## config.mk

```make
export PLATFORM = sky130hd
export DESIGN_NAME = rf_write_arbiter_flat
export DESIGN_NICKNAME = d
export VERILOG_FILES = /design/src/rtl/rf_arb_pkg.sv /design/src/rtl/rf_write_arbiter_if.sv /design/src/rtl/rf_write_fifo.sv /design/src/rtl/rf_write_arbiter.sv /design/src/flat_wrapper.sv
export SDC_FILE = /design/constraint.sdc
export NUM_CORES = 1
export LEC_CHECK = 0
export BUFFER_PORTS_ARGS = -buffer_cell sky130_fd_sc_hd__buf_2
export CORE_UTILIZATION = 51
export CTS_CLUSTER_DIAMETER = 200
export DETAILED_ROUTE_END_ITERATION = 16
export PLACE_DENSITY_LB_ADDON = 0.3
export SETUP_SLACK_MARGIN = 0.02
export SLEW_MARGIN = 15
export SYNTH_ARGS = -nofsm -noshare
export SYNTH_HDL_FRONTEND = slang
export SYNTH_SLANG_ARGS = --single-unit
```

## constraint.sdc

```tcl
create_clock -name clk -period 5.3 [get_ports clk]
set_input_delay 0.265 -clock clk [delete_from_list [all_inputs] [get_ports clk]]
set_output_delay 0.265 -clock clk [all_outputs]
set_load 0.1 [all_outputs]
```

## src/rtl/rf_arb_pkg.sv

```systemverilog
// rf_arb_pkg: shared types and default widths for the register-file write arbiter.
//   DefaultDataW / DefaultAddrW : default write-data and register-index widths
//   arb_state_e                 : starvation FSM states
//   src_e                       : which writer owns the write port this cycle
package rf_arb_pkg;

   localparam int unsigned DefaultDataW = 32;
   localparam int unsigned DefaultAddrW = 5;

   typedef enum logic [1:0] {
      StIdle,
      StWait,
      StStall
   } arb_state_e;

   typedef enum logic [1:0] {
      SrcNone,
      SrcWb,
      SrcMdu,
      SrcDbg
   } src_e;

endpackage

```

## src/rtl/rf_write_arbiter_if.sv

```systemverilog
// rf_write_arbiter_if: the writer-side and register-file-side signals of the arbiter.
//   wb_*       : pipeline writeback request (no back-pressure)
//   mdu_*      : mul/div result push (valid/ready)
//   dbg_*      : debug loader request (valid/ready, held until ready)
//   stall_req  : one-cycle bubble request to the pipeline
//   rf_*       : register file write port
// Modports: master = the writers / register file side, slave = the arbiter.
interface rf_write_arbiter_if
   import rf_arb_pkg::*;
#(
   parameter int unsigned DATA_W = DefaultDataW,
   parameter int unsigned ADDR_W = DefaultAddrW
);

   logic              wb_reg_write;
   logic [ADDR_W-1:0] wb_write_reg;
   logic [DATA_W-1:0] wb_write_data;

   logic              mdu_valid;
   logic              mdu_ready;
   logic [ADDR_W-1:0] mdu_write_reg;
   logic [DATA_W-1:0] mdu_write_data;

   logic              dbg_valid;
   logic              dbg_ready;
   logic [ADDR_W-1:0] dbg_write_reg;
   logic [DATA_W-1:0] dbg_write_data;

   logic              stall_req;

   logic              rf_reg_write;
   logic [ADDR_W-1:0] rf_write_reg;
   logic [DATA_W-1:0] rf_write_data;

   modport master (
      output wb_reg_write, wb_write_reg, wb_write_data,
      output mdu_valid, mdu_write_reg, mdu_write_data,
      input  mdu_ready,
      output dbg_valid, dbg_write_reg, dbg_write_data,
      input  dbg_ready,
      input  stall_req,
      input  rf_reg_write, rf_write_reg, rf_write_data
   );

   modport slave (
      input  wb_reg_write, wb_write_reg, wb_write_data,
      input  mdu_valid, mdu_write_reg, mdu_write_data,
      output mdu_ready,
      input  dbg_valid, dbg_write_reg, dbg_write_data,
      output dbg_ready,
      output stall_req,
      output rf_reg_write, rf_write_reg, rf_write_data
   );

endinterface

```

## src/rtl/rf_write_fifo.sv

```systemverilog
// rf_write_fifo: synchronous FIFO queueing MDU write results.
//   clk, reset : clock, synchronous active-high reset (empties the queue)
//   push_i     : enqueue wdata_i (ignored while full)
//   pop_i      : dequeue head (ignored while empty)
//   rdata_o    : current head entry
//   full_o, empty_o, count_o : occupancy
// Depth must be a power of two so the pointers wrap by plain overflow.
module rf_write_fifo #(
   parameter int unsigned Width = 37,
   parameter int unsigned Depth = 2
) (
   input  logic                       clk,
   input  logic                       reset,
   input  logic                       push_i,
   input  logic                       pop_i,
   input  logic [Width-1:0]           wdata_i,
   output logic [Width-1:0]           rdata_o,
   output logic                       full_o,
   output logic                       empty_o,
   output logic [$clog2(Depth+1)-1:0] count_o
);

   localparam int unsigned PtrW = $clog2(Depth);
   localparam int unsigned CntW = $clog2(Depth + 1);

   logic [Width-1:0] mem_q [Depth];
   logic [PtrW-1:0]  wr_ptr_q, rd_ptr_q;
   logic [CntW-1:0]  count_q;
   logic             do_push, do_pop;

   assign full_o  = (count_q == CntW'(Depth));
   assign empty_o = (count_q == '0);
   // Full blocks the push even if a pop happens in the same cycle.
   assign do_push = push_i && !full_o;
   assign do_pop  = pop_i && !empty_o;
   assign rdata_o = mem_q[rd_ptr_q];
   assign count_o = count_q;

   always_ff @(posedge clk) begin
      if (reset) begin
         wr_ptr_q <= '0;
         rd_ptr_q <= '0;
         count_q  <= '0;
      end else begin
         if (do_push) wr_ptr_q <= wr_ptr_q + PtrW'(1);
         if (do_pop)  rd_ptr_q <= rd_ptr_q + PtrW'(1);
         if (do_push && !do_pop)      count_q <= count_q + CntW'(1);
         else if (!do_push && do_pop) count_q <= count_q - CntW'(1);
      end
   end

   always_ff @(posedge clk) begin
      if (do_push) mem_q[wr_ptr_q] <= wdata_i;
   end

endmodule

```

## src/rtl/rf_write_arbiter.sv

```systemverilog
// rf_write_arbiter: shares the register file write port between pipeline writeback (WB),
// the mul/div unit (MDU, queued) and the debug loader (DBG).
//   clk, reset : clock, synchronous active-high reset
//   bus        : rf_write_arbiter_if slave port (writer requests, rf write port, stall_req)
// WB always wins; leftover slots alternate between the MDU queue head and DBG. A secondary
// writer denied STARVE_LIMIT cycles in a row triggers a one-cycle stall_req bubble.
// DATA_W/ADDR_W must match the parameters of the connected interface.
module rf_write_arbiter
   import rf_arb_pkg::*;
#(
   parameter int unsigned DATA_W       = DefaultDataW,
   parameter int unsigned ADDR_W       = DefaultAddrW,
   parameter int unsigned FIFO_DEPTH   = 2,
   parameter int unsigned STARVE_LIMIT = 4
) (
   input logic               clk,
   input logic               reset,
   rf_write_arbiter_if.slave bus
);

   localparam int unsigned EntryW = ADDR_W + DATA_W;
   localparam int unsigned FCntW  = $clog2(FIFO_DEPTH + 1);
   localparam int unsigned SCntW  = $clog2(STARVE_LIMIT + 1);

   logic              fifo_push, fifo_pop, fifo_full, fifo_empty;
   logic [EntryW-1:0] fifo_head;
   logic [FCntW-1:0]  fifo_count;
   logic              fifo_count_unused;
   logic [ADDR_W-1:0] mdu_head_reg;
   logic [DATA_W-1:0] mdu_head_data;

   src_e              grant;
   logic              mdu_pending, dbg_pending, sec_pending, sec_grant, denied;
   logic              rr_q, rr_d;
   arb_state_e        state_q, state_d;
   logic [SCntW-1:0]  cnt_q, cnt_d;
   logic              stall_req_q;
   logic [ADDR_W-1:0] sel_reg;
   logic [DATA_W-1:0] sel_data;

   // MDU queue: pushed entries are only visible at the head from the next cycle.
   assign bus.mdu_ready = !fifo_full && !reset;
   assign fifo_push     = bus.mdu_valid && bus.mdu_ready;
   assign fifo_pop      = (grant == SrcMdu);
   assign {mdu_head_reg, mdu_head_data} = fifo_head;
   assign fifo_count_unused = ^fifo_count;

   rf_write_fifo #(
      .Width (EntryW),
      .Depth (FIFO_DEPTH)
   ) u_fifo (
      .clk     (clk),
      .reset   (reset),
      .push_i  (fifo_push),
      .pop_i   (fifo_pop),
      .wdata_i ({bus.mdu_write_reg, bus.mdu_write_data}),
      .rdata_o (fifo_head),
      .full_o  (fifo_full),
      .empty_o (fifo_empty),
      .count_o (fifo_count)
   );

   assign mdu_pending = !fifo_empty;
   assign dbg_pending = bus.dbg_valid;
   assign sec_pending = mdu_pending || dbg_pending;
   assign sec_grant   = (grant == SrcMdu) || (grant == SrcDbg);
   assign denied      = sec_pending && !sec_grant;

   always_comb begin
      grant = SrcNone;
      if (!reset) begin
         if (bus.wb_reg_write)               grant = SrcWb;
         else if (mdu_pending && dbg_pending) grant = rr_q ? SrcDbg : SrcMdu;
         else if (mdu_pending)               grant = SrcMdu;
         else if (dbg_pending)               grant = SrcDbg;
      end
   end

   always_comb begin
      sel_reg  = '0;
      sel_data = '0;
      unique case (grant)
         SrcWb: begin
            sel_reg  = bus.wb_write_reg;
            sel_data = bus.wb_write_data;
         end
         SrcMdu: begin
            sel_reg  = mdu_head_reg;
            sel_data = mdu_head_data;
         end
         SrcDbg: begin
            sel_reg  = bus.dbg_write_reg;
            sel_data = bus.dbg_write_data;
         end
         default: ;
      endcase
   end

   // Writes to register 0 still consume the slot but never reach the register file.
   assign bus.rf_reg_write  = (grant != SrcNone) && (sel_reg != '0);
   assign bus.rf_write_reg  = sel_reg;
   assign bus.rf_write_data = sel_data;
   assign bus.dbg_ready     = (grant == SrcDbg);
   assign bus.stall_req     = stall_req_q;

   always_comb begin
      rr_d = rr_q;
      if (grant == SrcMdu)      rr_d = 1'b1;
      else if (grant == SrcDbg) rr_d = 1'b0;
   end

   // Starvation tracking: WAIT means a secondary was denied last cycle and cnt holds the
   // run length of consecutive denials.
   always_comb begin
      state_d = state_q;
      cnt_d   = cnt_q;
      unique case (state_q)
         StIdle, StWait: begin
            if (denied) begin
               if (cnt_q == SCntW'(STARVE_LIMIT - 1)) begin
                  state_d = StStall;
                  cnt_d   = '0;
               end else begin
                  state_d = StWait;
                  cnt_d   = cnt_q + SCntW'(1);
               end
            end else begin
               state_d = StIdle;
               cnt_d   = '0;
            end
         end
         StStall: begin
            // The bubble cycle never counts, even if WB ignored the request.
            cnt_d   = '0;
            state_d = sec_pending ? StWait : StIdle;
         end
         default: begin
            state_d = StIdle;
            cnt_d   = '0;
         end
      endcase
   end

   always_ff @(posedge clk) begin
      if (reset) begin
         rr_q        <= 1'b0;
         state_q     <= StIdle;
         cnt_q       <= '0;
         stall_req_q <= 1'b0;
      end else begin
         rr_q        <= rr_d;
         state_q     <= state_d;
         cnt_q       <= cnt_d;
         stall_req_q <= (state_d == StStall);
      end
   end

endmodule

```

## src/flat_wrapper.sv

```systemverilog
// flat-port wrapper written by rule: the top's interface ports become plain ports
module rf_write_arbiter_flat import rf_arb_pkg::*;
#(
   parameter int unsigned DATA_W       = DefaultDataW,
   parameter int unsigned ADDR_W       = DefaultAddrW,
   parameter int unsigned FIFO_DEPTH   = 2,
   parameter int unsigned STARVE_LIMIT = 4
)
  (clk, reset, bus_wb_reg_write, bus_wb_write_reg, bus_wb_write_data, bus_mdu_valid, bus_mdu_write_reg, bus_mdu_write_data, bus_mdu_ready, bus_dbg_valid, bus_dbg_write_reg, bus_dbg_write_data, bus_dbg_ready, bus_stall_req, bus_rf_reg_write, bus_rf_write_reg, bus_rf_write_data);
  rf_write_arbiter_if #(.DATA_W(DATA_W), .ADDR_W(ADDR_W)) bus_i ();
  input logic clk;
  input logic reset;
  input wire logic [$bits(bus_i.wb_reg_write)-1:0] bus_wb_reg_write;
  input wire logic [$bits(bus_i.wb_write_reg)-1:0] bus_wb_write_reg;
  input wire logic [$bits(bus_i.wb_write_data)-1:0] bus_wb_write_data;
  input wire logic [$bits(bus_i.mdu_valid)-1:0] bus_mdu_valid;
  input wire logic [$bits(bus_i.mdu_write_reg)-1:0] bus_mdu_write_reg;
  input wire logic [$bits(bus_i.mdu_write_data)-1:0] bus_mdu_write_data;
  output wire logic [$bits(bus_i.mdu_ready)-1:0] bus_mdu_ready;
  input wire logic [$bits(bus_i.dbg_valid)-1:0] bus_dbg_valid;
  input wire logic [$bits(bus_i.dbg_write_reg)-1:0] bus_dbg_write_reg;
  input wire logic [$bits(bus_i.dbg_write_data)-1:0] bus_dbg_write_data;
  output wire logic [$bits(bus_i.dbg_ready)-1:0] bus_dbg_ready;
  output wire logic [$bits(bus_i.stall_req)-1:0] bus_stall_req;
  output wire logic [$bits(bus_i.rf_reg_write)-1:0] bus_rf_reg_write;
  output wire logic [$bits(bus_i.rf_write_reg)-1:0] bus_rf_write_reg;
  output wire logic [$bits(bus_i.rf_write_data)-1:0] bus_rf_write_data;
  assign bus_i.wb_reg_write = bus_wb_reg_write;
  assign bus_i.wb_write_reg = bus_wb_write_reg;
  assign bus_i.wb_write_data = bus_wb_write_data;
  assign bus_i.mdu_valid = bus_mdu_valid;
  assign bus_i.mdu_write_reg = bus_mdu_write_reg;
  assign bus_i.mdu_write_data = bus_mdu_write_data;
  assign bus_mdu_ready = bus_i.mdu_ready;
  assign bus_i.dbg_valid = bus_dbg_valid;
  assign bus_i.dbg_write_reg = bus_dbg_write_reg;
  assign bus_i.dbg_write_data = bus_dbg_write_data;
  assign bus_dbg_ready = bus_i.dbg_ready;
  assign bus_stall_req = bus_i.stall_req;
  assign bus_rf_reg_write = bus_i.rf_reg_write;
  assign bus_rf_write_reg = bus_i.rf_write_reg;
  assign bus_rf_write_data = bus_i.rf_write_data;
  rf_write_arbiter #(.DATA_W(DATA_W), .ADDR_W(ADDR_W), .FIFO_DEPTH(FIFO_DEPTH), .STARVE_LIMIT(STARVE_LIMIT)) u_core (.clk(clk), .reset(reset), .bus(bus_i));
endmodule
```

==> results.md, run 1 <==
- Worst Setup Start Kind: flop
- Clock slew at reported path FFs: 90 ps
- Row count: 30
- Share of cells above drive strength 1: between 40% and 50%
- Status: finished, final reports clean
- Met2 routed wirelength: 3964 um
- Uppermost routed layer: met4
- Via count: ~2,700
- H-tree depth: 3
- DRC Markers: 0
- Slew Viols, Final: 0
- Pre-antenna DRT Iters: 4
- Cells after Synth: 256
- CTS root buf: clkbuf_8
- Die width: roughly 87 um
- Fin Hold WS: around 110 ps
- Final nets: approximately 530
- Vias in the first global route: 2,415
- Asr flop ratio synth: 0%
- Routed met3 length: between 300 and 400 um
- Placed insts: 493
- Cell with the most instances after synthesis: edfxtp_1
- Worst-Margin Slew: 1118 ps
- Largest net degree at the start of global routing: 38
- Synth warn: 0
- Die footprint: 7486 um2
- Die Height: 86.52 um
- Met1 WL: 3045 um
- Total power: 1690 uW
- Setup TNS: 0 ps
- TritonCTS sink count: 85
- Power Density: ~360 nW/um2
- Yosys reg bits: 85
- Hold_sp: bus_mdu_write_data[15]
- Final Critical Period: 3040 ps
- Final ANT Viol Nets: 0
- Number of library cell types mapped by synthesis: 30
- Final GP Congestion: 0.8283
- Max_cap viols: 0
- Share of the synthesized area in the top cell type: 60.99%
- Finished Core Util: 68.37%
- Post-CTS Resized: 0
- CP Capture Type: output port
- Fin. Hold Viols: 0
- # setup viols final: 0
- Worst-path fanout max: 37
- Crit Path Class: reg -> out
- Total GRT Usage: 20.33%
- Cell accounting for the most synthesized area: edfxtp_1
- Max-slew headroom: between 20% and 30%
- Final period utilization: 57.35%
- I/O Pins: approximately 160
- Diodes inserted: 0
- GRT overflow: 0
- Final Skew: 7.469 ps
- # fillers: 512
- Mapped Avg Cell Area: 14.23 um2
- Leakage Power: 0.001854 uW
- CTS Buffer Depth: 2
- Synthesized area: 3643 um2
- CTS Hold Bufs: 0
- CTS tree: done
- Main area contributors after synthesis: edfxtp_1 (61%), mux2i_1 (10%), a22oi_1 (7.0%), dfxtp_1 (6.0%), o21ai_0 (4.7%)
- Area Overhead vs Synth: 28.19%
- TritonCTS buffer count: 9
- Initial detailed-routing violation count: 122
- Post-synthesis sequential area ratio: between 60% and 70%
- Detailed Place HPWL: between 5000 and 6000 um
- Worst hold path class: in -> reg
- Synth Flop Type: edfxtp_1
- Syn Nets: 375
- Worst Path Arrival: approximately 2800 ps
- Global-route wire length before repair: 11,290 um
- Initial antenna violation count: 0
- Worst vdd ir: 0.2143 mV
- Reg-to-reg startpoint: u_core.u_fifo.count_o[0]$_SDFFE_PP0P_
- Initial core utilization: 53.33%
- Wirelength per Cell: 14.83 um
- Core Box Area: 6832 um2
- Critical Path RT: 5040 ps
- DR vias/cell: between 5 and 6
- Finished Layout Cells: 509
- Port Buf Inserts: 156
- EDFF count, synth: 74
- Postcts setup bufs: 0
- RSZ-0062 raised after global routing: false
- Leading cell types by count after synthesis: edfxtp_1 (74), mux2i_1 (37), a22oi_1 (34), o21ai_0 (34)
- Routed Wire Length: 7551 um
- F_max: 0.3290 GHz
- Clk_lat worst skew: 340 ps
-- cells in the final DEF, fill, tap and decap left out --
master	instances
a21oi_1	2
a22oi_1	34
a22oi_2	1
and3_2	1
buf_2	156
buf_4	2
bufinv_16	1
clkbuf_8	9
clkinv_1	3
clkinv_4	2
clkinvlp_4	1
dfxtp_1	10
dfxtp_2	1
edfxtp_1	74
ha_1	3
inv_1	6
inv_2	1
mux2i_1	37
nand2_1	4
nand3_2	1
nor2_1	10
nor2_2	1
nor2_4	1
nor2b_2	1
nor3_1	2
nor4bb_1	2
o211ai_2	1
o21ai_0	34
o21ai_1	2
o21bai_2	1
o221ai_1	2
or3_1	1
or4b_1	2
xor2_1	4
-- area by class of cell --
cell class	count	area [um2]	share of cell area, %
inverter	7	26.28	0.5626
multi-input combinational	147	1095	23.44
clock inverter	7	66.31	1.420
clock buffer	9	123.9	2.652
tap	96	120.1	2.572
sequential	85	2444	52.32
timing repair buffer	158	795.8	17.04
-- logic make-up (layout without fill, tap and decap cells) --
logic type | after synthesis | after routing | share of synthesized area [%]
AO/OA/AOI/OAI | 77 | 77 | 13.70
XOR/XNOR | 4 | 4 | 0.9614
adder cells (fa/ha/maj) | 3 | 3 | 1.030
buffers and inverters | 24 | 181 | 3.159
flip-flops | 85 | 85 | 67.03
multiplexers | 37 | 37 | 10.16
AND/OR/NAND/NOR | 26 | 26 | 3.950
-- metrics by stage --
step	setup WS, ps	area, um2
finish	2260	4671
detailed placement	2578	4481
global placement	2649	4481
floorplan	941.7	3643
CTS	2195	4671
global route	2063	4671
-- report_power, final --
group          switching, uW  leakage (uW)  internal [uW]
registers               28.3      0.000768            768
logic                    356      0.000993            106
clock network            218     0.0000919            215
-- per-layer routing --
| metal | track usage, % | vias to the layer above |
|---|---|---|
| met1 | 24.71 | 1238 |
| met3 | 3.429 | 15 |
| met2 | 35.64 | 101 |
| met4 | 9.242 | 0 |
| li1 | - | 1304 |
| met5 | 0 | - |
-- worst max-delay path: stages (launching register included) --
cell and delay (ps):
dfxtp_2 1060, mux2i_1 280, o221ai_1 140, nor2_1 170, or4b_1 450, buf_2 310
-- flip-flops by register name, indices dropped and copies added, names as in the netlist, named ones only --
name and count:
u_core.state_q 1, u_core.u_fifo.mem_q 74, u_core.rr_q 1, u_core.u_fifo.rd_ptr_q 1, u_core.u_fifo.wr_ptr_q 1, u_core.cnt_q 3, u_core.bus.stall_req 1, u_core.u_fifo.count_o 2
-- path summary, 6_finish.rpt --
| kind | slack, ps | depth (start not counted) | endpoint |
|---|---|---|---|
| worst min-delay path | 110 | 1 | u_core.u_fifo.mem_q[1][15]$_DFFE_PP_ |
| worst max-delay path | 2260 | 5 | bus_rf_reg_write |
| worst min register to register | 420 | 1 | u_core.cnt_q[0]$_SDFF_PP0_ |
| worst max register to register | 3100 | 4 | u_core.u_fifo.mem_q[0][36]$_DFFE_PP_ |
(Power assumes the default switching activity.)
==> inputs of run 2 (changes only) <==
- CORE_UTILIZATION: 51 -> 43
- clock period: 5.3 -> 2.6 ns (I/O delays scaled with it)
==> run 2 against run 1 <==
Net effect:
- register-to-register slack worse by 2300 ps
- sequential power up 100%
- critical endpoint unchanged
- cell count increased by 10%
- wire length up 11%
- critical path type unchanged
- die area increased by 18%
- hold slack improved by 1.6 ps
- largest power group unchanged
- clock power rose by 110%
- global-route usage decreased by 1.1 points
- sequential share of layout area is 5.5 points lower
==> results.md, run 2 (synthesis gave the netlist of run 1 again) <==
- Worst Setup Start Kind: flop (unchanged)
- TritonCTS buffer count: 9 (unchanged)
- Met3 GRT Util: 2.913% (was 3.429%)
- Final nets: 570 (was 527)
- Max_cap viols: 0 (unchanged)
- Initial antenna violation count: 0 (unchanged)
- Core Box Area: 8217 um2 (was 6832 um2)
- Fin. Hold Viols: 0 (unchanged)
- Worst vdd ir: 0.3411 mV (was 0.2143 mV)
- Total GRT Usage: 19.25% (was 20.33%)
- I/O Pins: 157 (unchanged)
- Via count: 2,845 (was 2,658)
- GRT overflow: 0 (unchanged)
- Clock slew at reported path FFs: 90 ps (about the same)
- Die Height: 94.05 um (was 86.52 um)
- Final period utilization: 91.19%
- Worst Path Arrival: 2240 ps (was 2770 ps)
- Worst hold path class: in -> reg (unchanged)
- Busiest grt layer: met2 (unchanged)
- TritonCTS sink count: 85 (unchanged)
- F_max: between 0.4 and 0.5 GHz
- CTS tree: done (unchanged)
- Max-slew headroom: 65.55% (was 25.49%)
- Status: finished, final reports clean (unchanged)
- Setup TNS: 0 ps (unchanged)
- Initial core utilization: 44.34% (was 53.33%)
- Wirelength per Cell: 14.92 um (was 14.83 um)
- Die width: 94.05 um (was 86.52 um)
- R2R depth: 4 (unchanged)
- Final Skew: 12.88 ps (was 7.469 ps)
- Critical Path RT: 2470 ps (was 5040 ps)
- Routed Wire Length: 8371 um (was 7551 um)
- Power Density: 684.9 nW/um2 (was 361.9 nW/um2)
- Area Overhead vs Synth: 43.30% (was 28.19%)
- Setup crit end: bus_rf_reg_write (unchanged)
- Final ANT Viol Nets: 0 (unchanged)
- Register area: 2446 um2 (was 2444 um2)
- Placement Setup Slack: 470.9 ps (was 2578 ps)
- Reg-to-reg startpoint: u_core.u_fifo.count_o[0]$_SDFFE_PP0P_ (unchanged)
- Most frequent cells in the layout: buf_2 (152), edfxtp_1 (74), mux2i_1 (37), dlygate4sd3_1 (37), a22oi_1 (34) (was buf_2 (156), edfxtp_1 (74), mux2i_1 (37), a22oi_1 (34), o21ai_0 (34))
- Die footprint: 8845 um2 (was 7486 um2)
- CP Capture Type: output port (unchanged)
- Port Buf Inserts: 156 (unchanged)
- Diodes inserted: 0 (unchanged)
- DR vias/cell: 5.071 (was 5.222)
- Worst Setup SP: u_core.rr_q$_SDFFE_PP0P_
- CTS root buf: clkbuf_8 (unchanged)
- Top reg by flops: u_core.u_fifo.mem_q (unchanged)
- Row count: 33 (was 30)
- Worst-Margin Slew: 516.8 ps (was 1118 ps)
- # setup viols final: 0 (unchanged)
- Slew Viols, Final: 0 (unchanged)
- Setup WS post-layout: 229.0 ps (was 2260 ps)
- Clk_lat worst skew: 340 ps (about the same)
- Commonest non-fill, non-tap cell in the layout: buf_2 (unchanged)
- Met1 Track Usage GR: 21.68% (was 24.71%)
- GR Util met2: 35.16% (was 35.64%)
- Reg2reg setup slack: 820 ps (was 3100 ps)
- Detailed Place HPWL: 5656 um (was 5349 um)
- Pre-antenna DRT Iters: 5 (was 4)
- Largest net degree at the start of global routing: 38 (unchanged)
- H-tree depth: 3 (unchanged)
- Total power: 3576 uW (was 1690 uW)
- CTS Buffer Depth: 2 (unchanged)
- Share of cells above drive strength 1: 44.96% (was 43.83%)
- Global-route wire length before repair: 12,540 um (was 11,290 um)
- RSZ-0062 raised after global routing: false (unchanged)
- DRC Markers: 0 (unchanged)
- Largest register FFs: 74 (unchanged)
- Initial detailed-routing violation count: 85 (was 122)
- Crit Path Class: reg -> out (unchanged)
- Vias in the first global route: 2,671 (was 2,415)
- Worst-path fanout max: 9 (was 37)
- Final Critical Period: roughly 2400 ps
- # fillers: 668 (was 512)
- Area of the multi-input gates: 1185 um2 (was 1095 um2)
- R2R Path End: u_core.u_fifo.count_o[1]$_SDFFE_PP0P_ (was u_core.u_fifo.mem_q[0][36]$_DFFE_PP_)
- Leakage Power: 0.002070 uW (was 0.001854 uW)
- Final GP Congestion: 0.8195 (was 0.8283)
[run 2: cell types whose count changed in the layout (fill, tap and decap cells not counted), moves of 11 or more]
cell / previous run / this run
o21ai_2: 0 / 11
dlygate4sd3_1: 0 / 37
o21ai_1: 2 / 22
o21ai_0: 34 / 3
[run 2: layer usage]
metal,vias up,routed length (um)
met5,-,0
met4,0,168
met3,14,362
met2,90,4633
met1,1340,3207
li1,1401,-
[run 2: stage by stage]
stage               utilization, %  hold WS, ps  instance area (um2)  cells
finish                       63.54        108.0                 5221    561
global route                 63.54        101.2                 5221    561
CTS                          63.35        91.04                 5205    561
detailed placement           56.46        320.7                 4639    508
global placement             56.46        317.1                 4639    508
floorplan                        -        228.9                 3735    256
[run 2: layout make-up]
| type | count | share of cell area, % |
|---|---|---|
| flip-flops and latches | 85 | 46.85 |
| well taps | 105 | 2.516 |
| repair buffers | 201 | 23.70 |
| inverters | 7 | 0.5032 |
| clock buffers | 9 | 2.372 |
| multi-input cells | 147 | 22.69 |
| clock inverters | 7 | 1.366 |
[run 2: worst max-delay path, cell delays in order (launching register included)]
cell      delay [ps]
dfxtp_1          330
o21bai_2         200
nand3_2          140
inv_2            110
a22oi_1          230
o21ai_2           80
or4b_1           500
buf_2            300
[run 2: worst min path at each step]
stage	startpoint	endpoint	slack, ps	depth (start not counted)
final	reset	u_core.u_fifo.count_o[0]$_SDFFE_PP0P_	110	2
after global routing	reset	u_core.u_fifo.count_o[0]$_SDFFE_PP0P_	100	2
after CTS	reset	u_core.u_fifo.count_o[0]$_SDFFE_PP0P_	90	2
after floorplan	bus_mdu_write_data[0]	u_core.u_fifo.mem_q[0][0]$_DFFE_PP_	230	0
after global placement	bus_mdu_write_data[30]	u_core.u_fifo.mem_q[0][30]$_DFFE_PP_	320	1
after detailed placement	bus_mdu_write_data[3]	u_core.u_fifo.mem_q[0][3]$_DFFE_PP_	320	1
[run 2: power breakdown]
part	total (uW)	switching, uW	internal (uW)
sequential	1610	40.6	1570
combinational	1070	786	280
clock	904	459	446
[run 2: repair_timing]
action | CTS | global route
hold buffers | 37 | 0
setup buffers | 0 | 0
endpoints found under the setup margin | 0 | 28
resized for setup | 0 | 7
hold endpoints to repair | 74 | 0
==> inputs of run 3 (changes only) <==
- CORE_UTILIZATION: 43 -> 47
- clock period: 2.6 -> 2.35 ns (I/O delays scaled with it)
==> run 3 against run 2 <==
Net effect:
- utilization rose by 9.6 points
- sequential power rose by 11%
- global-route usage rose by 2.5 points
- design area rose by 3.2%
- critical path type unchanged
- combinational power rose by 18%
- largest power group unchanged
- critical endpoint unchanged
- sequential share of layout area fell by 1.4 points
==> results.md, run 3 (synthesis gave the netlist of run 1 again) <==
- Status: finished, final reports clean (unchanged)
- # setup viols final: 0 (unchanged)
- Worst-case hold path end point: u_core.u_fifo.count_o[1]$_SDFFE_PP0P_ (was u_core.u_fifo.count_o[0]$_SDFFE_PP0P_)
- Worst-Margin Slew: 500.8 ps (was 516.8 ps)
- Wirelength per Cell: 15.36 um (was 14.92 um)
- Largest net degree at the start of global routing: 38 (unchanged)
- I/O Pins: 157 (unchanged)
- Initial core utilization: 49.44% (was 44.34%)
- Initial antenna violation count: 0 (unchanged)
- Post-DP Area: 4772 um2 (was 4639 um2)
- TritonCTS sink count: 85 (unchanged)
- Die footprint: 8108 um2 (was 8845 um2)
- Register area: 2449 um2 (was 2446 um2)
- Worst Path Arrival: 2150 ps (was 2240 ps)
- Worst Setup Start Kind: flop (unchanged)
- Fin. Hold Viols: 0 (unchanged)
- Largest register FFs: 74 (unchanged)
- GRT overflow: 0 (unchanged)
- TritonCTS buffer count: 9 (unchanged)
- CP Capture Type: output port (unchanged)
- DRC Markers: 0 (unchanged)
- Final GP Congestion: 0.7977 (was 0.8195)
- H-tree depth: 3 (unchanged)
- Crit Path Class: reg -> out (unchanged)
- Row count: 31 (was 33)
- Final Skew: 9.775 ps (was 12.88 ps)
- Worst-path fanout max: 14 (was 9)
- Reg2reg setup slack: 340 ps (was 820 ps)
- Power Density: 749.5 nW/um2 (was 684.9 nW/um2)
- CTS root buf: clkbuf_8 (unchanged)
- Final Critical Period: approximately 2300 ps
- Setup TNS: 0 ps (unchanged)
- CTS Buffer Depth: 2 (unchanged)
- Detailed Place HPWL: 5791 um (was 5656 um)
- Clock slew at reported path FFs: 90 ps (about the same)
- Fin area: 5389 um2 (was 5221 um2)
- # fillers: 528 (was 668)
- Initial detailed-routing violation count: 99 (was 85)
- DR vias/cell: 5.157 (was 5.071)
- Hold_sp: reset (unchanged)
- Min-Delay Path Depth: 2 (unchanged)
- Max_cap viols: 0 (unchanged)
- Max-slew headroom: 66.84% (was 65.55%)
- Area Overhead vs Synth: 47.91% (was 43.30%)
- Pre-antenna DRT Iters: 4 (was 5)
- Die Height: 90.05 um (was 94.05 um)
- Commonest non-fill, non-tap cell in the layout: buf_2 (unchanged)
- R2R Path End: u_core.u_fifo.count_o[1]$_SDFFE_PP0P_ (unchanged)
- Port Buf Inserts: 156 (unchanged)
- Slew Viols, Final: 0 (unchanged)
- Worst Setup SP: u_core.rr_q$_SDFFE_PP0P_ (unchanged)
- Vias in the first global route: 2,886 (was 2,671)
- Final period utilization: 96.40%
- Routed Wire Length: 8587 um (was 8371 um)
- Final nets: 575 (was 570)
- Total GRT Usage: 21.72% (was 19.25%)
- Global-route wire length before repair: 13,570 um (was 12,540 um)
- Worst hold path class: in -> reg (unchanged)
- Diodes inserted: 0 (unchanged)
- Share of cells above drive strength 1: 50.65% (was 44.96%)
- Critical Path RT: 2230 ps (was 2470 ps)
- Final ANT Viol Nets: 0 (unchanged)
- R2R depth: 5 (was 4)
- Area of the multi-input gates: 1259 um2 (was 1185 um2)
- Finished Layout Cells: 559 (was 561)
- Most frequent cells in the layout: buf_2 (150), edfxtp_1 (74), mux2i_1 (37), dlygate4sd3_1 (37) (was buf_2 (152), edfxtp_1 (74), mux2i_1 (37), dlygate4sd3_1 (37), a22oi_1 (34))
- Total power: 4039 uW (was 3576 uW)
- Die width: 90.05 um (was 94.05 um)
- RSZ-0062 raised after global routing: true (was false)
- Fin Hold WS: 83.17 ps (was 108.0 ps)
- Core Box Area: 7370 um2 (was 8217 um2)
- Reg-to-reg startpoint: u_core.u_fifo.count_o[0]$_SDFFE_PP0P_ (unchanged)
- Worst vdd ir: 0.5055 mV (was 0.3411 mV)
- Clk_lat worst skew: 340 ps (about the same)
- F_max: 0.4414 GHz
- Via count: 2,883 (was 2,845)
- CTS tree: done (unchanged)
- Placed insts: 505 (was 508)
- Leakage Power: 0.002149 uW (was 0.002070 uW)
- Top reg by flops: u_core.u_fifo.mem_q (unchanged)
==> run 3: cell count changes in the layout (fill, tap and decap cells not counted), sizes merged <==
| cell | delta |
|---|---|
| buf | +7 |
| clkbuf | -2 |
| clkinv | +1 |
| clkinvlp | -1 |
| inv | -1 |
==> run 3: worst max-delay path by stage <==
stage | end | slack, ps | depth (start not counted)
2_1_floorplan | bus_rf_write_data[24] | -580 | 5
3_3_place_gp | bus_rf_reg_write | 230 | 7
3_5_place_dp | bus_rf_reg_write | 180 | 7
4_1_cts | bus_rf_reg_write | 50 | 7
5_1_grt | bus_rf_write_data[22] | 9 | 7
6_report | bus_rf_reg_write | 80 | 7
==> run 3: worst max-delay path, cell delays in order, from the launching register on <==
cell and delay [ps]:
dfxtp_1 340, o21bai_2 210, nand3_2 130, inv_6 90
a22oi_2 180, o21ai_2 100, or4b_4 570, buf_12 180
==> run 3: layout make-up <==
cell class,count,share of cell area [%]
clock buffers,9,2.299
clock inverters,6,1.184
inverters,7,0.5805
multi-input cells,147,23.36
flip-flops and latches,85,45.44
well taps,99,2.299
repair buffers,206,24.84
==> run 3: routing by layer <==
layer	track usage, %	vias to the layer above	part of all wire (%)
met5	0	-	0
met2	39.57	105	54
li1	-	1412	-
met1	24.37	1352	39
met4	8.602	0	2.1
met3	5.161	14	5.2
==> run 3: where the power goes <==
part	switching, uW	total, uW	internal, uW
Clock	517	1000	486
Combinational	898	1260	362
Sequential	43.3	1780	1730
Total	1460	4040	2580
==> run 3: repair_timing <==
action,in CTS,in global routing
hold buffers,37,0
endpoints found under the hold margin,74,0
pin swaps,0,2
setup buffers,0,2
resized for setup,8,6
endpoints found under the setup margin,14,9
==> run 3: per-stage QoR <==
step,worst slack (ps),util (%)
detailed placement,175.3,64.75
global route,8.780,73.12
global placement,227.3,64.75
floorplan,-581.6,-
finish,84.54,73.12
CTS,46.47,72.61
